`config.mk`:
```
export PLATFORM = sky130hd
export DESIGN_NAME = vis_centroid_calc
export DESIGN_NICKNAME = d
export VERILOG_FILES = /design/src/rtl/vis_centroid_calc.sv
export SDC_FILE = /design/constraint.sdc
export NUM_CORES = 1
export LEC_CHECK = 0
export ABC_AREA = 1
export CORE_UTILIZATION = 45
export CTS_CLUSTER_DIAMETER = 50
export DETAILED_ROUTE_END_ITERATION = 12
export SYNTH_ARGS = -nofsm -noshare
export SYNTH_HDL_FRONTEND = slang
export SYNTH_SLANG_ARGS = --single-unit
```
`constraint.sdc`:
```
create_clock -name clk -period 5.84 [get_ports clk]
set_input_delay 0.876 -clock clk [delete_from_list [all_inputs] [get_ports clk]]
set_output_delay 0.876 -clock clk [all_outputs]
set_load 0.005 [all_outputs]
```
`src/rtl/vis_centroid_calc.sv`:
```
// Frame-level object centroid from a pixel mask; serial divide per frame.
// Define CENTROID_ROUND_EN for round-half-up quotients.
module vis_centroid_calc #(
  parameter int IMG_H = 720,
  parameter int IMG_W = 1280
) (
  input  logic        clk,
  input  logic        rst_n,
  input  logic        de,
  input  logic        hsync,
  input  logic        vsync,
  input  logic        mask_in,
  output logic [10:0] x,
  output logic [10:0] y,
  output logic        valid,
  output logic        no_obj,
  output logic        busy,
  output logic        overrun
);

  typedef enum logic [2:0] {
    S_IDLE,
    S_LOAD,
    S_DIV_X,
    S_DIV_Y,
    S_DONE
  } state_t;

  localparam logic [10:0] LP_XMAX = 11'(IMG_W - 1);
  localparam logic [10:0] LP_YMAX = 11'(IMG_H - 1);

  state_t      r_state;
  logic        r_vs_prev;
  logic [10:0] r_xpos;
  logic [10:0] r_ypos;
  logic [31:0] r_m00;
  logic [31:0] r_m10;
  logic [31:0] r_m01;
  logic [31:0] r_num_x;
  logic [31:0] r_num_y;
  logic [31:0] r_den;
  logic        r_zero;
  logic [31:0] r_quo;
  logic [31:0] r_rem;
  logic [4:0]  r_cnt;
  logic [10:0] r_qx;
  logic [10:0] r_qy;

  logic        w_fe;
  logic [31:0] w_nx;
  logic [31:0] w_ny;
  logic [32:0] w_sh;
  logic [32:0] w_sub;
  logic        w_ge;
  logic [31:0] w_rem_nx;
  logic [31:0] w_quo_nx;
  logic        w_unused_hsync;

  assign w_unused_hsync = hsync;
  assign w_fe = vsync & ~r_vs_prev;

`ifdef CENTROID_ROUND_EN
  assign w_nx = r_m10 + (r_m00 >> 1);
  assign w_ny = r_m01 + (r_m00 >> 1);
`else
  assign w_nx = r_m10;
  assign w_ny = r_m01;
`endif

  // One restoring step: shift in the next dividend bit, subtract if it fits.
  assign w_sh     = {r_rem, r_quo[31]};
  assign w_sub    = w_sh - {1'b0, r_den};
  assign w_ge     = (w_sh >= {1'b0, r_den});
  assign w_rem_nx = w_ge ? w_sub[31:0] : w_sh[31:0];
  assign w_quo_nx = {r_quo[30:0], w_ge};

  always_ff @(posedge clk or negedge rst_n) begin
    if (!rst_n) begin
      r_xpos <= '0;
      r_ypos <= '0;
    end else if (vsync) begin
      r_xpos <= '0;
      r_ypos <= '0;
    end else if (de) begin
      if (r_xpos == LP_XMAX) begin
        r_xpos <= '0;
        if (r_ypos == LP_YMAX) r_ypos <= '0;
        else r_ypos <= r_ypos + 11'd1;
      end else begin
        r_xpos <= r_xpos + 11'd1;
      end
    end
  end

  always_ff @(posedge clk or negedge rst_n) begin
    if (!rst_n) begin
      r_m00 <= '0;
      r_m10 <= '0;
      r_m01 <= '0;
    end else if (w_fe) begin
      r_m00 <= '0;
      r_m10 <= '0;
      r_m01 <= '0;
    end else if (de && mask_in) begin
      r_m00 <= r_m00 + 32'd1;
      r_m10 <= r_m10 + {21'd0, r_xpos};
      r_m01 <= r_m01 + {21'd0, r_ypos};
    end
  end

  always_ff @(posedge clk or negedge rst_n) begin
    if (!rst_n) begin
      r_state   <= S_IDLE;
      r_vs_prev <= 1'b1;
      r_num_x   <= '0;
      r_num_y   <= '0;
      r_den     <= '0;
      r_zero    <= 1'b0;
      r_quo     <= '0;
      r_rem     <= '0;
      r_cnt     <= '0;
      r_qx      <= '0;
      r_qy      <= '0;
      x         <= '0;
      y         <= '0;
      valid     <= 1'b0;
      no_obj    <= 1'b0;
      busy      <= 1'b0;
      overrun   <= 1'b0;
    end else begin
      r_vs_prev <= vsync;
      valid     <= 1'b0;
      no_obj    <= 1'b0;
      unique case (r_state)
        S_IDLE: begin
        end
        S_LOAD: begin
          r_quo <= r_num_x;
          r_rem <= '0;
          r_cnt <= '0;
          if (r_zero) begin
            r_state <= S_DONE;
            busy    <= 1'b0;
          end else begin
            r_state <= S_DIV_X;
          end
        end
        S_DIV_X: begin
          r_cnt <= r_cnt + 5'd1;
          if (r_cnt == 5'd31) begin
            r_qx    <= w_quo_nx[10:0];
            r_quo   <= r_num_y;
            r_rem   <= '0;
            r_state <= S_DIV_Y;
          end else begin
            r_quo <= w_quo_nx;
            r_rem <= w_rem_nx;
          end
        end
        S_DIV_Y: begin
          r_cnt <= r_cnt + 5'd1;
          r_quo <= w_quo_nx;
          r_rem <= w_rem_nx;
          if (r_cnt == 5'd31) begin
            r_qy    <= w_quo_nx[10:0];
            r_state <= S_DONE;
            busy    <= 1'b0;
          end
        end
        S_DONE: begin
          if (r_zero) begin
            no_obj <= 1'b1;
          end else begin
            x     <= r_qx;
            y     <= r_qy;
            valid <= 1'b1;
          end
          r_state <= S_IDLE;
        end
        default: r_state <= S_IDLE;
      endcase
      // A new frame end always wins: abandon any division and restart.
      if (w_fe) begin
        overrun <= overrun | busy;
        r_num_x <= w_nx;
        r_num_y <= w_ny;
        r_den   <= r_m00;
        r_zero  <= (r_m00 == 32'd0);
        r_state <= S_LOAD;
        busy    <= 1'b1;
      end
    end
  end

endmodule
```
# [Word level (Yosys, flattened, before mapping)]
# Index checks and enable logic that the tools add are counted.
[totals] ff_bits=336 wordCells=93
[op_classes] n_addsub=7 n_mux=32 reduce_logical=16 eq_ne=11 magnitude_cmp=1 bitwise_logic=4
[op_table] cell="two-way mux 32 bit" n=9
[op_table] cell="one-hot mux 32 bit (3 select lines)" n=2
[op_table] cell="two-way mux 11 bit" n=7
[op_table] cell="adder 32 x 11 -> 32 bit" n=2
[op_table] cell="greater-or-equal comparator 33 x 32 -> 1 bit" n=1
[op_table] cell="adder 32 x 1 -> 32 bit, second input constant" n=1
[op_table] cell="logical NOT 32 bit" n=1
[op_table] cell="subtractor 32 bit" n=1
[op_table] cell="adder 11 x 1 -> 11 bit, second input constant" n=2
[op_table] cell="two-way mux 3 bit" n=4
[op_table] cell="one-hot mux 3 bit (4 select lines)" n=1
[op_table] cell="== test 11 x 10 -> 1 bit, second input constant" n=1
[op_table] cell="== test 11 bit, second input constant" n=1
[op_table] cell="one-hot mux 5 bit (2 select lines)" n=1
[op_table] cell="!= test 3 bit, second input constant" n=3
[op_table] cell="AND reduction 2 bit" n=4
[op_table] cell="nonzero test 2 bit" n=4
[op_table] cell="two-way mux 1 bit" n=7
[op_table] cell="== test 3 x 2 -> 1 bit, second input constant" n=2
[op_table] cell="AND reduction 3 bit" n=2
[op_table] cell="nonzero test 3 bit" n=2
[op_table] cell="adder 5 x 1 -> 5 bit, second input constant" n=1
[op_table] cell="== test 5 bit, second input constant" n=1
[op_table] cell="== test 3 x 1 -> 1 bit, second input constant" n=1
[op_table] cell="other kinds (9)" n=10

# [Logic depth before layout (Yosys ltp)]
# Gate-level depths: netlist of the first run.
[depth] word_depth=5 mapped_depth=17 mapped_depth_nobuf=16

# [Worst setup path before layout of the first run]
# No wires, ideal clock.
[synth_path] kind="register to register" from="reg r_ypos[0]" to="reg r_m01[24]" path_slack_ns=3.844 required_ns=5.721 path_stages_with_launch=14 setup_time_ns=0.119 t_arrival_ns=1.877 cell_sequence="dfrtp_1 > ha_1 > fa_1 > nand2_1 > nand2_1 > o21ai_0 > inv_1 > nand2_1 > nand2_1 > nand2_1 > nand2_1 > nand2_1 > a21oi_1 > o21a_1"
[synth_via] elab_chain_len=3
[synth_lines] item="start: declaration" line_no="35" text="logic [10:0] r_ypos;"
[synth_lines] item="start signal: assignment" line_no="88" text="else r_ypos <= r_ypos + 11'd1;"
[synth_lines] item="adder 32 x 11 -> 32 bit" line_no="107" text="r_m01 <= r_m01 + {21'd0, r_ypos};"
[synth_lines] item="two-way mux 32 bit" line_no="104" text="end else if (de && mask_in) begin"
[synth_lines] item="two-way mux 32 bit" line_no="100" text="end else if (w_fe) begin"
[synth_lines] item="end signal: assignment" line_no="107"
[synth_lines] item="end: declaration" line_no="38" text="logic [31:0] r_m01;"
# No other way between the ends. The select of a mux whose other input is x is not followed.
# A chain may end at the register's enable or synchronous reset.

# [Worst setup path in the final report of the first run]
[layout_path] from="in vsync" to="reg r_state[1]"
[layout_via] elab_chain_len=3 elab_cells_between_ends=6 classes_between="3 x eq/ne; 1 x mux; 1 x bitwise; 1 x reduce/logical"
[layout_lines] item="start: declaration" line_no="11" text="input logic vsync,"
[layout_lines] item="bitwise AND 1 bit *" line_no="60" text="assign w_fe = vsync & ~r_vs_prev;"
[layout_lines] item="!= test 3 bit (no source line) or != test 2 bit (tied branches)"
[layout_lines] item="AND reduction 3 bit (no source line)"
[layout_lines] item="end signal: assignment" line_no="113" text="r_state <= S_IDLE;"
[layout_lines] item="end signal: assignment" line_no="142" text="r_state <= S_DONE;"
[layout_lines] item="end signal: assignment" line_no="145" text="r_state <= S_DIV_X;"
[layout_lines] item="end: declaration" line_no="32" text="state_t r_state;"
# Mark *: on every way between the ends. The rest lies on a longest branch, timed or not.

==> reports/metrics.csv, run 1 <==
metric;value;unit
status;complete, no violations;
total congestion overflow;0;
Row Count;75;
slew at the pin closest to its max-slew limit;1.145;ns
via density per instance;5.293;
H-tree levels;2;
multiplexer area fraction after synthesis;0.05150;%
TNS Setup;0;ns
Synth Warn #;0;
crit path max-delay cell type;clkinv_2;
IO Port Bufs;30;
Pins Over Slew Limit;0;
VDD IR max;0.2297;mV
largest family of logic cells by synthesized area;simple AND/OR/NAND/NOR gates;
first-pass GRT wire length;86.26;mm
Hold Violations, Final;0;
Tcrit/Tclk final;60.34;%
met3 wire len;2.168;mm
share of layout cells above drive strength 1;5.477;%
RSZ-0062 raised after global routing;no;
remaining antenna violation count;0;
Post-synth EDFFs;0;
post-synthesis area per instance;7.343;sq um
die extent in x;209.8;um
first drt pass iteration count;5;
class of the worst hold path;primary input to async pin;
GRT Total Usage;24.60;%
Slew headroom;23.36;%
Worst Path Max Fanout;67;
initial antenna violation count;0;
pin count of the biggest net entering global routing;117;
synthesized area;19440;sq um
FF+latch area;8409;sq um
final setup skew;0.03891;ns
CP Launch Type;primary input;
final HPWL from detailed placement;37.82;mm
P_leak;10.49;nW
synthesized instance count;2647;
drt total wl;52.42;mm
DRC errors left;0;
Synth Net Count;2716;
Clock transition at path regs;0.06;ns
metal1 wirelength;23.52;mm
xor/xnor share of the synthesized area;1.352;%
Core Region;42230;sq um
Post-synth ARST share;100.0;%
initial drt markers;1075;
Seq/Total Area, Yosys;43.26;%
die area;44030;sq um
Initial Util;46.03;%
Power per Cell Area;427.8;nW/um^2
Critical Path AT;4.01;ns
min Tclk post-route;3.524;ns
CP Class;primary input to flop;
CP required;6.33;ns
Placer Congestion;0.9418;
Gates resized, CTS repair;0;
Area Overhead vs Synth;11.66;%
Met2 Routed Length;25.09;mm
WL per Instance;16.26;um
Post-synth top flop;dfrtp_1;
slowest stage delay, CP;0.86;ns
I/O pins;32;
antenna diode count;0;
Yosys cell types;57;
Post-Synth Simple-Gate Area;28.98;%
Clock Path Buffers;3;
final core utilization;51.40;%
area of the multi-input gates;9138;sq um
Setup Fix Bufs, Post-CTS;0;
Seq cells post-synth;336;
Synth Area in Compound Gates;12.33;%
Post-Synth Adder-Cell Area;4.171;%
total number of vias;17060;
fillers;4174;
hold_buf cts;0;
Peak Freq;283.8;MHz
Layout Nets;2717;
Crit. End Element;flop;
vias in the first global route;16620;
CTS tree;done;
Setup Viol. Count Final;0;
clock tree sinks;336;
Die Y;209.8;um
CP Cell Sequence;clkdlybuf4s50_1 > inv_2 > nor2_4 > clkinv_2 > buf_12 > a31oi_1 > nand2_1 > o21bai_1;
Highest Signal Layer;met4;
Worst-Skew Late Latency;0.59;ns
maxcap violations;0;
TritonCTS Buffers;45;
Clock Tree Root;clkbuf_16;
-- kinds of logic after synthesis --
| group | Yosys count |
|---|---|
| adder cells (fa/ha/maj) | 63 |
| XOR/XNOR | 30 |
| AO/OA/AOI/OAI | 427 |
| flip-flops | 336 |
| AND/OR/NAND/NOR | 1300 |
| buffers and inverters | 490 |
| multiplexers | 1 |
-- area by class of cell --
cell class	instances	share of cell area, %
clock buffers	61	5.932
clock inverters	22	1.182
inverters	403	6.975
multi-input cells	1821	42.10
flip-flops and latches	336	38.74
well taps	539	3.107
repair buffers	41	1.960
-- report_power, final --
group          internal, mW  switching (mW)
Combinational          1.19            2.49
Sequential             2.60           0.198
Clock                  1.70            1.10
Total                  5.49            3.80
-- through the flow --
stage | cell area (sq um) | setup slack [ns] | hold WS, ns | total power, mW | instances
floorplan | 19440 | 3.844 | 0.4419 | 5.596 | 2647
global placement | 20160 | 1.770 | 0.4398 | 6.445 | 3140
detailed placement | 20160 | 1.724 | 0.4477 | 6.510 | 3140
CTS | 21700 | 2.328 | 0.3775 | 9.351 | 3223
global route | 21700 | 2.063 | 0.4381 | 9.994 | 3223
finish | 21700 | 2.316 | 0.3321 | 9.284 | 3223
-- registers in the layout (all words and copies together) (netlist names), 32 cells and up --
signal / cells
r_num_y: 32
r_m00: 32
r_den: 32
r_quo: 32
r_rem: 32
r_num_x: 32
r_m10: 32
r_m01: 32
-- routing by layer --
metal / vias to the layer above / GRT usage [%]
met1: 8047 / 32.38
met2: 332 / 41.37
li1: 8579 / -
met4: 0 / 9.388
met5: - / 0
met3: 101 / 3.097
-- worst max-delay path: cells and delay by family --
kind	cells	cell delay [ns]
AO/OA/AOI/OAI	2	0.38
buffers and inverters	4	2.01
AND/OR/NAND/NOR	2	0.64
-- path summary, 6_finish.rpt --
kind	start	endpoint	slack, ns	cells after the start
min	rst_n	y[5]	0.33	1
max in group asynchronous	rst_n	r_num_y[21]	4.28	2
max reg2reg	r_state[2]	r_quo[5]	2.80	8
max	vsync	r_state[1]	2.32	8
min in group clk	overrun	overrun	0.45	1
min reg2reg	overrun	overrun	0.45	1
-- cells in the mapped netlist (3+ instances only) --
master	n	area (sq um)
a32o_1	3	30.03
buf_6	5	56.30
nor2_1	160	600.6
o21ai_1	16	80.08
o221ai_1	9	78.83
nor4_1	23	143.9
nand2_2	12	75.07
nand3_2	6	60.06
a21oi_1	94	470.5
a221oi_1	8	70.07
dfrtp_1	335	8383
nor3_1	44	220.2
inv_1	389	1460
nand3b_1	18	135.1
xor2_1	16	140.1
a22oi_1	6	45.04
o21bai_1	11	82.58
o31ai_1	5	37.54
clkinv_1	6	22.52
buf_2	23	115.1
buf_1	5	18.77
nor3_2	3	30.03
a22o_1	3	26.28
nand2_1	789	2962
o211ai_1	5	37.54
o21ai_0	222	1111
a21boi_0	6	45.04
and2_1	3	18.77
a31oi_1	4	25.02
fa_1	3	60.06
xnor2_1	14	122.6
nand3_1	156	780.8
o22ai_1	19	118.9
nand4_1	57	356.6
nor2_2	10	62.56
or2_2	8	50.05
and3_1	3	18.77
clkbuf_1	51	191.4
o21a_1	9	67.56
ha_1	60	750.7
inv_2	8	30.03
-- layout by cell type (no fill, tap or decap), types with 7 or more instances in the layout --
master | synthesis | routed
nor3_1 | 44 | 44
clkbuf_8 | 0 | 8
o221ai_1 | 9 | 9
o21ai_1 | 16 | 16
dfrtp_1 | 335 | 335
nor2_2 | 10 | 10
clkdlybuf4s50_1 | 0 | 29
clkbuf_1 | 51 | 7
o21bai_1 | 11 | 11
nand4_1 | 57 | 57
nand3b_1 | 18 | 18
a21oi_1 | 94 | 94
nor2_1 | 160 | 158
o21ai_0 | 222 | 222
clkbuf_16 | 0 | 46
nand3_1 | 156 | 156
nand2_2 | 12 | 13
ha_1 | 60 | 60
nor4_1 | 23 | 23
xor2_1 | 16 | 16
inv_1 | 389 | 389
a221oi_1 | 8 | 8
clkinv_2 | 0 | 7
o21a_1 | 9 | 9
or2_2 | 8 | 8
o22ai_1 | 19 | 19
xnor2_1 | 14 | 14
inv_2 | 8 | 7
buf_4 | 2 | 8
nand2_1 | 789 | 788
No activity file was read; power rests on OpenSTA's default activity.
==> run 2: changes to the inputs <==
- clock period: 5.84 -> 2.8 ns (I/O delays scaled with it)
==> run 2 against run 1 <==
- via count grew 1.2%
- clock skew fell by 0.025 ns
- non-clock buffer count increased by 42
- combinational power rose by 120%
- critical endpoint is now r_m01[28]
- largest power group unchanged
- highest routed layer unchanged
==> reports/metrics.csv, run 2 (synthesized netlist as in run 1, its figures left out) <==
metric;value;unit
status;complete, no violations;
antenna diode count;0;
critical path buffer and inverter count;1;
CP top delay family;simple AND/OR/NAND/NOR gates;
total congestion overflow;0;
class of the worst hold path;primary input to flop;
placed instance area;20570;sq um
Hold Violations, Final;0;
RSZ-0062 raised after global routing;no;
CTS tree;done;
min Tclk post-route;2.507;ns
worst-case hold slack;0.3670;ns
Clock Path Buffers;3;
CP required;3.27;ns
initial drt markers;1069;
post-route setup slack;0.2928;ns
Sw Pwr;8.050;mW
CP Class;flop to flop;
Placer Congestion;0.9540;
Gates resized, CTS repair;0;
TNS Setup;0;ns
Clock transition at path regs;0.06;ns
most frequent cells in the layout;788 x nand2_1, 389 x inv_1, 335 x dfrtp_1;
clock power share;29.1;%
TritonCTS Buffers;45;
first drt pass iteration count;6;
Place WS;0.2832;ns
grt met2 use;43.18;%
Tcrit/Tclk final;89.54;%
Worst Path Max Fanout;5;
clock tree sinks;336;
Combinational Power Share;41.2;%
Layout Nets;2759;
maxcap violations;0;
leading cell type in the layout, fill and taps excluded;nand2_1;
share of layout cells above drive strength 1;7.009;%
Power per Cell Area;886.7;nW/um^2
WL per Instance;16.45;um
most frequent CP cell;nand2_1;
Final Cell Area;22100;sq um
vias in the first global route;17200;
first-pass GRT wire length;88.77;mm
pin count of the biggest net entering global routing;85;
via density per instance;5.292;
die extent in x;209.8;um
VDD IR max;0.5979;mV
final setup skew;0.01367;ns
crit path max-delay cell type;dfrtp_1;
power after layout;19.60;mW
Core Region;42230;sq um
Setup Viol. Count Final;0;
Worst-Skew Late Latency;0.59;ns
H-tree levels;2;
Clock Tree Root;clkbuf_16;
drt total wl;53.69;mm
IO Port Bufs;30;
GRT Total Usage;25.28;%
remaining antenna violation count;0;
slowest stage delay, CP;0.43;ns
gr busiest metal;met2;
Row Count;75;
fillers;4043;
DRC errors left;0;
Area Overhead vs Synth;13.70;%
met3 Use GR;3.322;%
Peak Freq;398.9;MHz
final HPWL from detailed placement;39.97;mm
die area;44030;sq um
met1 Use GR;32.64;%
total number of vias;17270;
Power Internal;11.55;mW
Initial Util;46.03;%
slew at the pin closest to its max-slew limit;0.9992;ns
Pins Over Slew Limit;0;
Slew headroom;33.31;%
Crit. End Element;flop;
Critical Path AT;2.98;ns
initial antenna violation count;0;
CP Launch Type;flop;
P_leak;10.71;nW
Die Y;209.8;um
Seq pwr share;29.8;%
Sw Share;41.08;%
CP Cell Sequence;ha_1 > fa_1 > nand2_1 > nand2_1 > o21ai_0 > inv_1 > nand2_1 > nand2_1 > nand2_1 > nand2_1 > nand2_1 > o21ai_0 > nand2_1 > nor2_1;
I/O pins;32;
run 2: cell types whose count changed in the layout (fill, tap and decap cells not counted), sizes merged:
| cell | delta |
|---|---|
| clkbuf | -1 |
| bufinv | -3 |
| buf | +41 |
| clkinvlp | +3 |
| dlygate4sd3 | +1 |
| inv | -1 |
| clkinv | +1 |
run 2: area by class of cell:
class                   count  area [sq um]  share of cell area (%)
flip-flops and latches    336          8409                   38.05
clock inverters            22         207.7                  0.9398
multi-input cells        1821          9138                   41.35
inverters                 403          1514                   6.850
repair buffers             83         843.3                   3.816
clock buffers              60          1314                   5.945
well taps                 539         674.4                   3.052
run 2: routing by layer:
layer  routed length, um  vias up
met4                1974        0
li1                    -     8657
met3                2192      113
met2               25660      385
met1               23860     8117
met5                   0        -
run 2: worst register-to-register path, stage by stage (launching register included):
cell and delay, ns:
dfrtp_1 0.43, ha_1 0.26, fa_1 0.40, nand2_1 0.12, nand2_1 0.06, o21ai_0 0.17, inv_1 0.12, nand2_1 0.09
nand2_1 0.11, nand2_1 0.14, nand2_1 0.11, nand2_1 0.17, o21ai_0 0.12, nand2_1 0.07, nor2_1 0.04
run 2: power by group through the flow:
stage / registers [mW] / logic (mW) / clock network (mW)
2_1_floorplan: 5.76 / 5.91 / 0
3_3_place_gp: 5.88 / 7.96 / 0
3_5_place_dp: 5.90 / 8.07 / 0
4_1_cts: 5.83 / 8.10 / 5.85
5_1_grt: 5.89 / 9.19 / 6.03
6_report: 5.83 / 8.07 / 5.70
run 2: path summary, 6_finish.rpt:
check / startpoint / end / slack [ns] / cells after the start
worst max register to register: r_ypos[0] / r_m01[28] / 0.29 / 14
max in group asynchronous: rst_n / r_rem[31] / 1.59 / 3
worst min register to register: x[10] / x[10] / 0.48 / 2
worst min-delay path: vsync / r_vs_prev / 0.37 / 1
worst max-delay path: r_ypos[0] / r_m01[28] / 0.29 / 14
min in group asynchronous: rst_n / x[0] / 0.38 / 2
run 2: repair_timing:
action	in CTS	in global routing
setup buffers	0	0
hold buffers	1	0
endpoints found under the hold margin	50	0
run 2: through the flow:
stage	instances	util (%)
3_3_place_gp	3181	48.71
5_1_grt	3264	52.33
2_1_floorplan	2647	-
4_1_cts	3264	52.33
6_report	3264	52.33
3_5_place_dp	3181	48.71
